$ cat src/rtl/ds_addr_gen_pkg.sv
// Shared definitions for the 2x2 downsampling address generator:
// default address width, constant-memory slot numbers, FSM states and
// the per-pixel item index type.
package ds_pkg;

  localparam int AW_DEF = 20;

  localparam logic [2:0] CM_SLOT_FIRST_SRC = 3'd3;
  localparam logic [2:0] CM_SLOT_FIRST_DST = 3'd4;
  localparam logic [2:0] CM_SLOT_LAST_SRC  = 3'd5;
  localparam logic [2:0] CM_SLOT_WIDTH     = 3'd6;

  typedef enum logic [1:0] {IDLE, LOAD, GEN, FIN} ds_state_t;

  // Item within one output pixel: 0..3 source taps, 4 destination.
  typedef logic [2:0] item_idx_t;

  localparam item_idx_t ITEM_P0  = 3'd0;
  localparam item_idx_t ITEM_DST = 3'd4;

endpackage

$ cat src/rtl/ds_addr_gen_if.sv
// Valid/ready address channel from the address generator to the
// load/accumulate/store stage.
interface ds_addr_gen_if
  import ds_pkg::*;
#(
  parameter int AW = AW_DEF
);
  logic [AW-1:0] addr_out;
  logic          addr_dst;
  logic          addr_valid;
  logic          addr_ready;

  modport master (output addr_out, addr_dst, addr_valid, input addr_ready);
  modport slave  (input addr_out, addr_dst, addr_valid, output addr_ready);

endinterface

$ cat src/rtl/ds_addr_gen_param_load.sv
// Parameter loader: issues the four constant-memory reads (src first,
// dst first, src last, width) on consecutive cycles and captures each
// word the cycle after its read. o_loaded is high in the cycle where the
// width word sits on the memory output; o_w forwards it that cycle so the
// parent can decide on the very edge that captures it.
module ds_param_load
  import ds_pkg::*;
#(
  parameter int         AW           = AW_DEF,
  parameter logic [2:0] CM_FIRST_SRC = CM_SLOT_FIRST_SRC,
  parameter logic [2:0] CM_FIRST_DST = CM_SLOT_FIRST_DST,
  parameter logic [2:0] CM_LAST_SRC  = CM_SLOT_LAST_SRC,
  parameter logic [2:0] CM_WIDTH     = CM_SLOT_WIDTH
)(
  input  logic          clock,
  input  logic          reset,
  input  logic          i_go,
  output logic          o_cm_r,
  output logic [2:0]    o_cm_addr,
  input  logic [AW-1:0] i_cm_out,
  output logic          o_loaded,
  output logic [AW-1:0] o_s,
  output logic [AW-1:0] o_d,
  output logic [AW-1:0] o_l,
  output logic [AW-1:0] o_w
);

  logic          r_run;
  logic [2:0]    r_step;
  logic          r_cm_r;
  logic [2:0]    r_cm_addr;
  logic [AW-1:0] r_s, r_d, r_l, r_w;

  // Read sequencer: step k drives slot k, reads stop after the width slot.
  always_ff @(posedge clock or posedge reset) begin
    if (reset) begin
      r_run     <= 1'b0;
      r_step    <= 3'd0;
      r_cm_r    <= 1'b0;
      r_cm_addr <= 3'd0;
    end else if (i_go) begin
      r_run     <= 1'b1;
      r_step    <= 3'd0;
      r_cm_r    <= 1'b1;
      r_cm_addr <= CM_FIRST_SRC;
    end else if (r_run) begin
      r_step <= r_step + 3'd1;
      if (r_step == 3'd4) r_run <= 1'b0;
      case (r_step)
        3'd0:    r_cm_addr <= CM_FIRST_DST;
        3'd1:    r_cm_addr <= CM_LAST_SRC;
        3'd2:    r_cm_addr <= CM_WIDTH;
        default: begin
          r_cm_r    <= 1'b0;
          r_cm_addr <= 3'd0;
        end
      endcase
    end
  end

  // Capture each memory word one cycle after its read edge.
  always_ff @(posedge clock) begin
    if (r_run) begin
      case (r_step)
        3'd1:    r_s <= i_cm_out;
        3'd2:    r_d <= i_cm_out;
        3'd3:    r_l <= i_cm_out;
        3'd4:    r_w <= i_cm_out;
        default: ;
      endcase
    end
  end

  assign o_cm_r    = r_cm_r;
  assign o_cm_addr = r_cm_addr;
  assign o_loaded  = r_run && (r_step == 3'd4);
  assign o_s       = r_s;
  assign o_d       = r_d;
  assign o_l       = r_l;
  assign o_w       = o_loaded ? i_cm_out : r_w;

endmodule

$ cat src/rtl/ds_addr_gen.sv
// 2x2 downsampling address generator. Loads S/D/L/W from the constant
// memory, then streams P, P+1, P+W, P+W+1 (source) and Q (destination)
// for every output pixel over a registered valid/ready channel.
// Optional feature macro: DS_PARAM_CHECK_EN (reject W=0, odd W or L<S
// with a sticky param_err instead of generating addresses).
module ds_addr_gen
  import ds_pkg::*;
#(
  parameter int         AW           = AW_DEF,
  parameter logic [2:0] CM_FIRST_SRC = CM_SLOT_FIRST_SRC,
  parameter logic [2:0] CM_FIRST_DST = CM_SLOT_FIRST_DST,
  parameter logic [2:0] CM_LAST_SRC  = CM_SLOT_LAST_SRC,
  parameter logic [2:0] CM_WIDTH     = CM_SLOT_WIDTH
)(
  input  logic          clock,
  input  logic          reset,
  input  logic          start,
  output logic          busy,
  output logic          done,
  output logic          cm_r,
  output logic [2:0]    cm_addr,
  input  logic [AW-1:0] cm_out,
  output logic          param_err,
  ds_addr_gen_if.master addr_if
);

  localparam logic [AW-1:0] ONE   = AW'(1);
  localparam logic [AW-1:0] TWO   = AW'(2);
  localparam logic [AW:0]   FOUR  = (AW+1)'(4);
  localparam logic [AW+1:0] ONE_X = (AW+2)'(1);

  ds_state_t     r_state, w_state_nxt;
  logic          r_busy, r_done, r_valid, r_dst;
  logic [AW-1:0] r_addr;
  item_idx_t     r_idx;
  logic [AW-1:0] r_p, r_r, r_q, r_col;

  logic          w_go, w_loaded;
  logic [AW-1:0] w_s, w_d, w_l, w_w;
  logic          w_hs, w_last_item, w_wrap, w_row_over, w_end_run;
  logic          w_init_bad, w_param_bad;
  logic [AW:0]   w_col_end;
  logic [AW+1:0] w_r_nxt;
  logic [AW-1:0] w_p_nxt, w_item_nxt;
  item_idx_t     w_idx_inc;

  // True when a row pair starting at base cannot be read completely.
  // The extra headroom bits keep the sum exact, so any carry past the
  // address range compares as beyond the last source address.
  function automatic logic exceeds(input logic [AW+1:0] base,
                                   input logic [AW-1:0] w,
                                   input logic [AW-1:0] lim);
    logic [AW+1:0] last;
    last = base + {1'b0, w, 1'b0} - ONE_X;
    return (w < TWO) || (last > {2'b00, lim});
  endfunction

  // Address of item idx within the pixel whose block base is p.
  function automatic logic [AW-1:0] item_addr(input item_idx_t     idx,
                                              input logic [AW-1:0] p,
                                              input logic [AW-1:0] w,
                                              input logic [AW-1:0] q);
    case (idx)
      3'd0:    return p;
      3'd1:    return p + ONE;
      3'd2:    return p + w;
      3'd3:    return p + w + ONE;
      default: return q;
    endcase
  endfunction

  assign w_go = (r_state == IDLE) && start;

  ds_param_load #(
    .AW          (AW),
    .CM_FIRST_SRC(CM_FIRST_SRC),
    .CM_FIRST_DST(CM_FIRST_DST),
    .CM_LAST_SRC (CM_LAST_SRC),
    .CM_WIDTH    (CM_WIDTH)
  ) u_load (
    .clock    (clock),
    .reset    (reset),
    .i_go     (w_go),
    .o_cm_r   (cm_r),
    .o_cm_addr(cm_addr),
    .i_cm_out (cm_out),
    .o_loaded (w_loaded),
    .o_s      (w_s),
    .o_d      (w_d),
    .o_l      (w_l),
    .o_w      (w_w)
  );

  assign w_hs        = r_valid && addr_if.addr_ready;
  assign w_last_item = (r_idx == ITEM_DST);
  assign w_idx_inc   = r_idx + 3'd1;
  assign w_item_nxt  = item_addr(w_idx_inc, r_p, w_w, r_q);
  // Next block occupies columns col+2 and col+3; it must end inside the row.
  assign w_col_end   = {1'b0, r_col} + FOUR;
  assign w_wrap      = w_col_end > {1'b0, w_w};
  assign w_r_nxt     = {2'b00, r_r} + {1'b0, w_w, 1'b0};
  assign w_row_over  = exceeds(w_r_nxt, w_w, w_l);
  assign w_p_nxt     = w_wrap ? w_r_nxt[AW-1:0] : r_p + TWO;
  assign w_end_run   = (r_state == GEN) && w_hs && w_last_item && w_wrap && w_row_over;
  assign w_init_bad  = exceeds({2'b00, w_s}, w_w, w_l);

`ifdef DS_PARAM_CHECK_EN
  logic r_perr;

  assign w_param_bad = (w_w == '0) || w_w[0] || (w_l < w_s);

  // Sticky parameter error, cleared when the next run is accepted.
  always_ff @(posedge clock or posedge reset) begin
    if (reset)                          r_perr <= 1'b0;
    else if (w_go)                      r_perr <= 1'b0;
    else if ((r_state == LOAD) && w_loaded && w_param_bad) r_perr <= 1'b1;
  end

  assign param_err = r_perr;
`else
  assign w_param_bad = 1'b0;
  assign param_err   = 1'b0;
`endif

  // FSM state register.
  always_ff @(posedge clock or posedge reset) begin
    if (reset) r_state <= IDLE;
    else       r_state <= w_state_nxt;
  end

  // FSM next-state logic.
  always_comb begin
    w_state_nxt = r_state;
    case (r_state)
      IDLE:    if (start) w_state_nxt = LOAD;
      LOAD:    if (w_loaded) w_state_nxt = (w_param_bad || w_init_bad) ? FIN : GEN;
      GEN:     if (w_end_run) w_state_nxt = FIN;
      FIN:     w_state_nxt = IDLE;
      default: w_state_nxt = IDLE;
    endcase
  end

  // Registered outputs: busy/done and the held address item.
  always_ff @(posedge clock or posedge reset) begin
    if (reset) begin
      r_busy  <= 1'b0;
      r_done  <= 1'b0;
      r_valid <= 1'b0;
      r_dst   <= 1'b0;
      r_addr  <= '0;
      r_idx   <= ITEM_P0;
    end else begin
      r_done <= 1'b0;
      case (r_state)
        IDLE: if (start) r_busy <= 1'b1;
        LOAD: if (w_loaded) begin
          if (w_param_bad || w_init_bad) begin
            r_busy <= 1'b0;
            r_done <= 1'b1;
          end else begin
            r_valid <= 1'b1;
            r_dst   <= 1'b0;
            r_idx   <= ITEM_P0;
            r_addr  <= w_s;
          end
        end
        GEN: if (w_hs) begin
          if (w_end_run) begin
            r_valid <= 1'b0;
            r_dst   <= 1'b0;
            r_idx   <= ITEM_P0;
            r_addr  <= '0;
            r_busy  <= 1'b0;
            r_done  <= 1'b1;
          end else if (w_last_item) begin
            r_idx  <= ITEM_P0;
            r_dst  <= 1'b0;
            r_addr <= w_p_nxt;
          end else begin
            r_idx  <= w_idx_inc;
            r_dst  <= (w_idx_inc == ITEM_DST);
            r_addr <= w_item_nxt;
          end
        end
        default: ;
      endcase
    end
  end

  // Block/row/destination pointers, stepped after each destination handshake.
  always_ff @(posedge clock) begin
    if ((r_state == LOAD) && w_loaded) begin
      r_p   <= w_s;
      r_r   <= w_s;
      r_q   <= w_d;
      r_col <= '0;
    end else if ((r_state == GEN) && w_hs && w_last_item) begin
      r_q <= r_q + ONE;
      r_p <= w_p_nxt;
      if (w_wrap) begin
        r_col <= '0;
        r_r   <= w_r_nxt[AW-1:0];
      end else begin
        r_col <= r_col + TWO;
      end
    end
  end

  assign busy               = r_busy;
  assign done               = r_done;
  assign addr_if.addr_out   = r_addr;
  assign addr_if.addr_dst   = r_dst;
  assign addr_if.addr_valid = r_valid;

endmodule

$ cat src/flat_wrapper.sv
// flat-port wrapper written by rule: the top's interface ports become plain ports
module ds_addr_gen_flat import ds_pkg::*;
#(
  parameter int         AW           = AW_DEF,
  parameter logic [2:0] CM_FIRST_SRC = CM_SLOT_FIRST_SRC,
  parameter logic [2:0] CM_FIRST_DST = CM_SLOT_FIRST_DST,
  parameter logic [2:0] CM_LAST_SRC  = CM_SLOT_LAST_SRC,
  parameter logic [2:0] CM_WIDTH     = CM_SLOT_WIDTH
)
  (clock, reset, start, busy, done, cm_r, cm_addr, cm_out, param_err, addr_if_addr_out, addr_if_addr_dst, addr_if_addr_valid, addr_if_addr_ready);
  ds_addr_gen_if #(.AW(AW)) addr_if_i ();
  input  logic clock;
  input  logic reset;
  input  logic start;
  output logic busy;
  output logic done;
  output logic cm_r;
  output logic [2:0] cm_addr;
  input  logic [AW-1:0] cm_out;
  output logic param_err;
  output wire logic [$bits(addr_if_i.addr_out)-1:0] addr_if_addr_out;
  output wire logic [$bits(addr_if_i.addr_dst)-1:0] addr_if_addr_dst;
  output wire logic [$bits(addr_if_i.addr_valid)-1:0] addr_if_addr_valid;
  input wire logic [$bits(addr_if_i.addr_ready)-1:0] addr_if_addr_ready;
  assign addr_if_addr_out = addr_if_i.addr_out;
  assign addr_if_addr_dst = addr_if_i.addr_dst;
  assign addr_if_addr_valid = addr_if_i.addr_valid;
  assign addr_if_i.addr_ready = addr_if_addr_ready;
  ds_addr_gen #(.AW(AW), .CM_FIRST_SRC(CM_FIRST_SRC), .CM_FIRST_DST(CM_FIRST_DST), .CM_LAST_SRC(CM_LAST_SRC), .CM_WIDTH(CM_WIDTH)) u_core (.clock(clock), .reset(reset), .start(start), .busy(busy), .done(done), .cm_r(cm_r), .cm_addr(cm_addr), .cm_out(cm_out), .param_err(param_err), .addr_if(addr_if_i));
endmodule
$ cat config.mk
export PLATFORM = sky130hd
export DESIGN_NAME = ds_addr_gen_flat
export DESIGN_NICKNAME = d
export VERILOG_FILES = /design/src/rtl/ds_addr_gen_pkg.sv /design/src/rtl/ds_addr_gen_if.sv /design/src/rtl/ds_addr_gen_param_load.sv /design/src/rtl/ds_addr_gen.sv /design/src/flat_wrapper.sv
export SDC_FILE = /design/constraint.sdc
export NUM_CORES = 1
export LEC_CHECK = 0
export CORE_UTILIZATION = 30
export CTS_CLUSTER_DIAMETER = 50
export DETAILED_ROUTE_END_ITERATION = 10
export PLACE_DENSITY = 0.46
export SYNTH_ARGS = -nofsm -noshare
export SYNTH_HDL_FRONTEND = slang
export SYNTH_SLANG_ARGS = --single-unit
$ cat constraint.sdc
create_clock -name clock -period 17.1 [get_ports clock]
set_clock_uncertainty 0.2 [all_clocks]
set_input_delay 3.42 -clock clock [delete_from_list [all_inputs] [get_ports clock]]
set_output_delay 3.42 -clock clock [all_outputs]
set_load 0.005 [all_outputs]
; Yosys cells after proc, flatten, opt, wreduce, memory -nomap -nowiden
; Cells that the tools add are included.
[totals]
word_cells = 144
output_inout_bits = 29
input_bits = 24
regBits = 197
[classes]
order_cmp = 4
eq_ne = 19
n_addsub = 14
mux = 59
n_reduce_logical = 29
[op_table]
columns = cell, n
row1 = $mux 20, 15
row2 = $pmux 20 s4, 1
row3 = $add 20x1->20 const B, 3
row4 = $add 20x21->22, 2
row5 = $gt 22x20->1, 2
row6 = $sub 22x1->22 const B, 2
row7 = $add 20x2->20 const B, 2
row8 = $pmux 20 s2, 1
row9 = $mux 3, 9
row10 = $mux 1, 23
row11 = $add 22x21->22, 1
row12 = $add 20x3->21 const B, 1
row13 = $gt 21x20->1, 1
row14 = $add 20x20->20, 1
row15 = $lt 20x2->1 const B, 1
row16 = $eq 3x2->1 const B, 4
row17 = $reduce_and 2->1, 6
row18 = $eq 3x3->1 const B, 3
row19 = $pmux 3 s3, 1
row20 = $logic_and 1x1->1, 8
row21 = $ne 2x1->1 const B, 4
row22 = $pmux 2 s4, 1
row23 = $reduce_bool 2->1, 4
row24 = $add 3x1->3 const B, 2
row25 = other kinds (17), 27

; Longest topological paths before layout
[logic_depth]
word_depth = 12
ltp_mapped = 41

; Modules after synthesis
; Synthesis repeated with hierarchy kept, for this count alone.
[unflattened]
cells_unflattened = 1821
hier_area_um2 = 16524.6
[modules_own_cells]
columns = module, area_per_inst_um2, n_inst, cells_each
row1 = ds_addr_gen, 13354.1, 1, 1676
row2 = ds_param_load, 3170.5, 1, 145

; Worst setup path after synthesis
; OpenSTA, ideal clock, no wires.
[synth_timing]
path_kind = input to register
from = input cm_out[0]
to = register u_core.r_addr[19] (netlist: u_core.addr_if.addr_out[19])
cell_stages = 35
n_path_buf = 1
required_time_ns = 16.796
t_arrival_ns = 9.403
slack_ns = 7.393
setup_time_ns = 0.104
cell_sequence = mux2i_1 inv_1 ha_1 inv_1 fa_1 nor2b_1 o31a_1 or2_2 a31oi_1 xnor2_1 ha_1 inv_1 ha_1 clkbuf_1 a21oi_1 o21ai_1 nor2b_1 a211o_1 a21o_1 a21oi_1 o21bai_1 a21o_1 a31oi_1 xnor2_1 ha_1 and4_1 a41oi_1 o21ai_0 o21ai_0 nand4b_1 mux2i_1 and2_1 a21o_1 nand2_1 o311ai_1
[synth_between]
elab_chain_len = 10
elab_cells_between_ends = 24
[synth_rtl]
columns = item, line_no
row1 = from (decl), flat_wrapper.sv:19  ; input logic [AW-1:0] cm_out;
row2 = $mux 20 (*), ds_addr_gen_param_load.sv:80  ; assign o_w = o_loaded ? i_cm_out : r_w;
row3 = $add 20x21->22, ds_addr_gen.sv:101  ; assign w_r_nxt = {2'b00, r_r} + {1'b0, w_w, 1'b0};
row4 = $add 22x21->22, ds_addr_gen.sv:54  ; last = base + {1'b0, w, 1'b0} - ONE_X;
row5 = $sub 22x1->22, ds_addr_gen.sv:54
row6 = $gt 22x20->1, ds_addr_gen.sv:55  ; return (w < TWO) || (last > {2'b00, lim});
row7 = $logic_or 1x1->1, ds_addr_gen.sv:55
row8 = $logic_and 1x1->1, ds_addr_gen.sv:104  ; assign w_end_run = (r_state == GEN) && w_hs && w_last_item && w_wrap && w_row_over;
row9 = $mux 20, ds_addr_gen.sv:168  ; if (w_end_run) begin
row10 = $mux 20, ds_addr_gen.sv:167  ; GEN: if (w_hs) begin
row11 = $pmux 20 s2, ds_addr_gen.sv:154  ; case (r_state)
row12 = to (signal assigned), ds_addr_gen.sv:164  ; r_addr <= w_s;
row13 = to (signal assigned), ds_addr_gen.sv:178  ; r_addr <= w_p_nxt;
row14 = to (signal assigned), ds_addr_gen.sv:182  ; r_addr <= w_item_nxt;
row15 = to (decl), ds_addr_gen.sv:34  ; logic [AW-1:0] r_addr;
; Mark *: on every way between the ends. The rest lies on a longest branch, timed or not. The select of a mux whose other input is x is not followed.
; A chain may end at the register's enable or synchronous reset.

; Worst setup path after layout
[layout_timing]
from = input cm_out[0]
to = register u_core.r_state[1]
[layout_between]
elab_chain_len = 9
elab_cells_between_ends = 12
[layout_rtl]
columns = item, line_no
row1 = $mux 20 (*), ds_addr_gen_param_load.sv:80
row2 = $add 20x21->22, ds_addr_gen.sv:101
row3 = $add 22x21->22, ds_addr_gen.sv:54
row4 = $sub 22x1->22, ds_addr_gen.sv:54
row5 = $gt 22x20->1, ds_addr_gen.sv:55
row6 = $logic_or 1x1->1, ds_addr_gen.sv:55
row7 = $logic_and 1x1->1 (*), ds_addr_gen.sv:104
row8 = $ne 2x1->1 (no source line) (*), --
row9 = $reduce_and 3->1 (no source line) (*), --
row10 = to (signal assigned), ds_addr_gen.sv:128  ; else r_state <= w_state_nxt;
row11 = to (decl), ds_addr_gen.sv:32  ; ds_state_t r_state, w_state_nxt;
; Mark *: on every way between the ends. The rest lies on a longest branch, timed or not.

==> results.py <==
metrics = {
    "run_status": {
        "status": "complete, no violations",
    },
    "die": {
        "die_w_um": 235,
        "die_h_um": 235,
        "start_util_pct": 30.4,
        "fp-row-count": 85,
        "pin_count": 53,
        "dieArea_um2": 55400,
        "core_area_um2": 53800,
    },
    "synth": {
        "synth-edff-count": 140,
        "postSynthAreaPerCell_um2": 8.93,
        "synth_cell_types": 86,
        "ys_seq_elements": 196,
        "synth-xor-area-share_pct": 7.82,
        "synth_seq_area_share_pct": 33.7,
        "syn-num-nets": 2047,
        "ys_top_cells_by_area": "edfxtp_1 (26%), ha_1 (14%), dfrtp_1 (5.7%)",
        "syn_area_um2": 16300,
        "syn_inst": 1830,
        "synth_ff_type": "edfxtp_1",
        "synth_fa_ha_area_share_pct": 15.0,
        "synth_top_family_by_area": "compound AO/OA/AOI/OAI gates",
        "synth_compound_gate_area_share_pct": 19.9,
        "synth_warnings": 0,
        "muxShareOfSynthArea_pct": 2.20,
        "synth_top_cells_by_count": "ha_1 (189), nand2_1 (177), inv_1 (155)",
        "synth_most_common_cell": "ha_1",
        "yosysTopAreaCell": "edfxtp_1",
        "async_reset_ff_share_pct": 18.9,
        "synth_simple_gate_area_share_pct": 16.2,
        "netlist.area_leader.share_pct": 25.7,
    },
    "sta": {
        "drv_slew": 0,
        "finalHoldViolations": 0,
        "fin_setup_tns_ns": 0,
        "setup_viol": 0,
        "fmax_ghz": 0.0897,
        "rsz0062_at_grt": "false",
        "relSlewSlack_pct": 34.2,
        "whs_ns": 0.303,
        "min_period_ns": 11.15,
        "post-route-period-util_pct": 65.2,
        "max_slew.worst_pin.slew_ns": 0.987,
    },
    "clocking": {
        "cts_hold_buffers": 0,
        "clock_latency_ns": 0.49,
        "cts_setup_buffers": 0,
        "cts-root-buf": "clkbuf_16",
        "clockBufferDepth": 2,
        "cts_tree": "done",
        "cts_made_buffers": 17,
        "post_cts_resized": 0,
        "clk_pin_slew_worst_paths_ns": 0.08,
        "h-tree-depth": 4,
        "clkSinkCount": 196,
    },
    "drt": {
        "vias": 14000,
        "drt_wl_total_um": 55500,
        "first_pass_iters": 5,
        "drc_errors": 0,
        "viasPerCell": 5.43,
        "drtIter0Drc": 913,
        "wl_per_cell_um": 21.6,
        "ant_nets": 0,
    },
    "critical_path": {
        "critPathLaunch": "cm_out[0]",
        "timing.rr.start": "u_core.u_load.r_step[0]$_DFFE_PP0P_",
        "max_stage_delay_ns": 0.74,
        "critPathRequiredTime_ns": 17.28,
        "path_buf_inv": 3,
        "criticalPathCategory": "input port to flip-flop",
        "cp_top_family": "compound AO/OA/AOI/OAI gates",
        "crit_slowest_cell": "a21oi_2",
        "crit_path_end_kind": "flip-flop",
        "startpoint_type": "input port",
        "path_max_fanout": 16,
        "cp.arrival_ns": 11.33,
    },
    "global_route": {
        "grt_overflow": 0,
        "antenna_found_initial": 0,
        "grt_usage_pct": 20.1,
        "grt_max_degree": 87,
        "grt_pass1_wl_um": 84200,
        "grt_pass1_vias": 13600,
    },
    "placed_design": {
        "port_buffers": 51,
        "detailed_place_hpwl_um": 43900,
        "dp.cells": 2543,
        "gp_congestion": 0.903,
    },
    "layout": {
        "drive_gt1_share_pct": 5.06,
        "area_growth_syn_to_layout_pct": 11.9,
        "n_antenna_cell": 0,
        "fin_nets": 2083,
        "stdcell_count": 2575,
    },
    "power_and_ir_drop": {
        "p_sw_share_pct": 48.2,
        "p_seq_share_pct": 20.1,
        "pwr-share-clk_pct": 12.1,
        "combPwrFrac_pct": 67.7,
        "power_per_cell_area_nw_per_um2": 181,
        "power.internal_mw": 1.72,
        "total_power_mw": 3.32,
        "power_switching_mw": 1.60,
        "ir_drop_mv": 0.111,
        "total_leakage_power_nw": 7.32,
    },
    "worst_hold_path": {
        "hp-class": "flip-flop to flip-flop",
        "worstHoldStart": "u_core.u_load.o_cm_r$_DFFE_PP0P_",
    },
    "run": {
        "drv_cap": 0,
    },
}
-- worst paths after layout --
| check | end | slack [ns] | cells past startpoint |
|---|---|---|---|
| max in group asynchronous | u_core.addr_if.addr_out[18]$_DFFE_PP0P_ | 13.14 | 3 |
| setup reg to reg | u_core.r_state[1]$_DFFE_PP0P_ | 7.59 | 39 |
| min in group asynchronous | u_core.addr_if.addr_dst$_DFFE_PP0P_ | 3.16 | 3 |
| hold / removal | u_core.u_load.o_cm_r$_DFFE_PP0P_ | 0.30 | 2 |
| setup / recovery | u_core.r_state[1]$_DFFE_PP0P_ | 5.95 | 34 |
| hold reg to reg | u_core.u_load.o_cm_r$_DFFE_PP0P_ | 0.30 | 2 |
-- routing by layer --
layer  up-vias  GRT usage, %  share of wire [%]
met5         -             0                  0
met4         0          5.55                1.6
met3        41          2.02                3.7
met2       357          33.1                 47
met1      6817          27.9                 48
li1       6762             -                  -
-- metrics by stage --
stage | util [%] | setup WS, ns | instance area (um2)
global placement | 32.9 | 5.65 | 17700
floorplan | - | 7.39 | 16300
finish | 34.0 | 5.95 | 18300
CTS | 34.0 | 5.91 | 18300
detailed placement | 32.9 | 5.40 | 17700
global route | 34.0 | 5.30 | 18300
-- power by group through the flow --
stage,logic (mW),clock network [mW],registers (mW)
after global placement,2.21,0,0.680
after global routing,2.50,0.431,0.678
after CTS,2.24,0.414,0.669
after detailed placement,2.23,0,0.679
after floorplan,1.61,0,0.652
final,2.25,0.403,0.669
-- worst min-delay path, delay by kind of cell (launching register included) --
kind             cells  cell delay, ns
DFF                  1            0.37
and+or+nand+nor      2            0.11
-- kinds of logic (layout without fill, tap and decap cells) --
logic type,Yosys count,in the layout
compound gates,487,487
xor+xnor,146,146
fa+ha+maj,193,193
buf+inv,219,268
flops,196,196
mux,35,35
other cells,1,1
simple gates,553,553
-- state kept, by name, summed over array words and instances, names as in the netlist, 2 cells and up --
signal	count
u_core.u_load.r_w	20
u_core.r_r	20
u_core.r_p	20
u_core.u_load.o_s	20
u_core.r_q	20
u_core.u_load.r_step	3
u_core.r_idx	3
u_core.u_load.o_l	20
u_core.addr_if.addr_out	20
u_core.u_load.o_cm_addr	3
u_core.r_state	2
u_core.u_load.o_d	20
u_core.r_col	19
-- area by class of cell --
class,instances,area (um2)
Multi-Input combinational cell,1415,10000
Inverter,157,589
Clock buffer,17,425
Sequential cell,196,5510
Timing Repair Buffer,79,721
Fill cell,5579,35500
Clock inverter,15,144
Tap cell,696,871
-- cell usage in the layout, fill, tap and decap left out, types with 6 or more instances in the layout --
cell type | netlist | routed
o221ai_1 | 9 | 9
a221oi_1 | 18 | 18
a21oi_1 | 102 | 102
mux2_2 | 7 | 7
o21bai_1 | 9 | 9
a31oi_1 | 22 | 22
o31ai_1 | 14 | 14
clkdlybuf4s50_1 | 0 | 51
nor3_1 | 44 | 43
xor2_1 | 64 | 64
ha_1 | 189 | 189
mux2i_1 | 28 | 28
o21ai_0 | 120 | 120
edfxtp_1 | 140 | 140
and2_1 | 14 | 14
or3_1 | 13 | 13
and3_1 | 19 | 17
nor4_1 | 12 | 12
inv_1 | 155 | 153
o211ai_1 | 14 | 14
nand2_1 | 177 | 177
a2111oi_0 | 8 | 8
a211o_1 | 7 | 7
nor2b_1 | 16 | 16
and4_1 | 12 | 12
xnor2_1 | 82 | 82
dfxtp_1 | 19 | 19
nor2_1 | 127 | 126
dfrtp_1 | 37 | 37
nand4_1 | 27 | 27
nand2b_1 | 12 | 12
o21a_1 | 28 | 28
o31a_1 | 6 | 6
nand3_1 | 56 | 56
a21o_1 | 38 | 38
clkbuf_16 | 0 | 17
a211oi_1 | 19 | 19
buf_4 | 2 | 28
(Power assumes the default switching activity.)
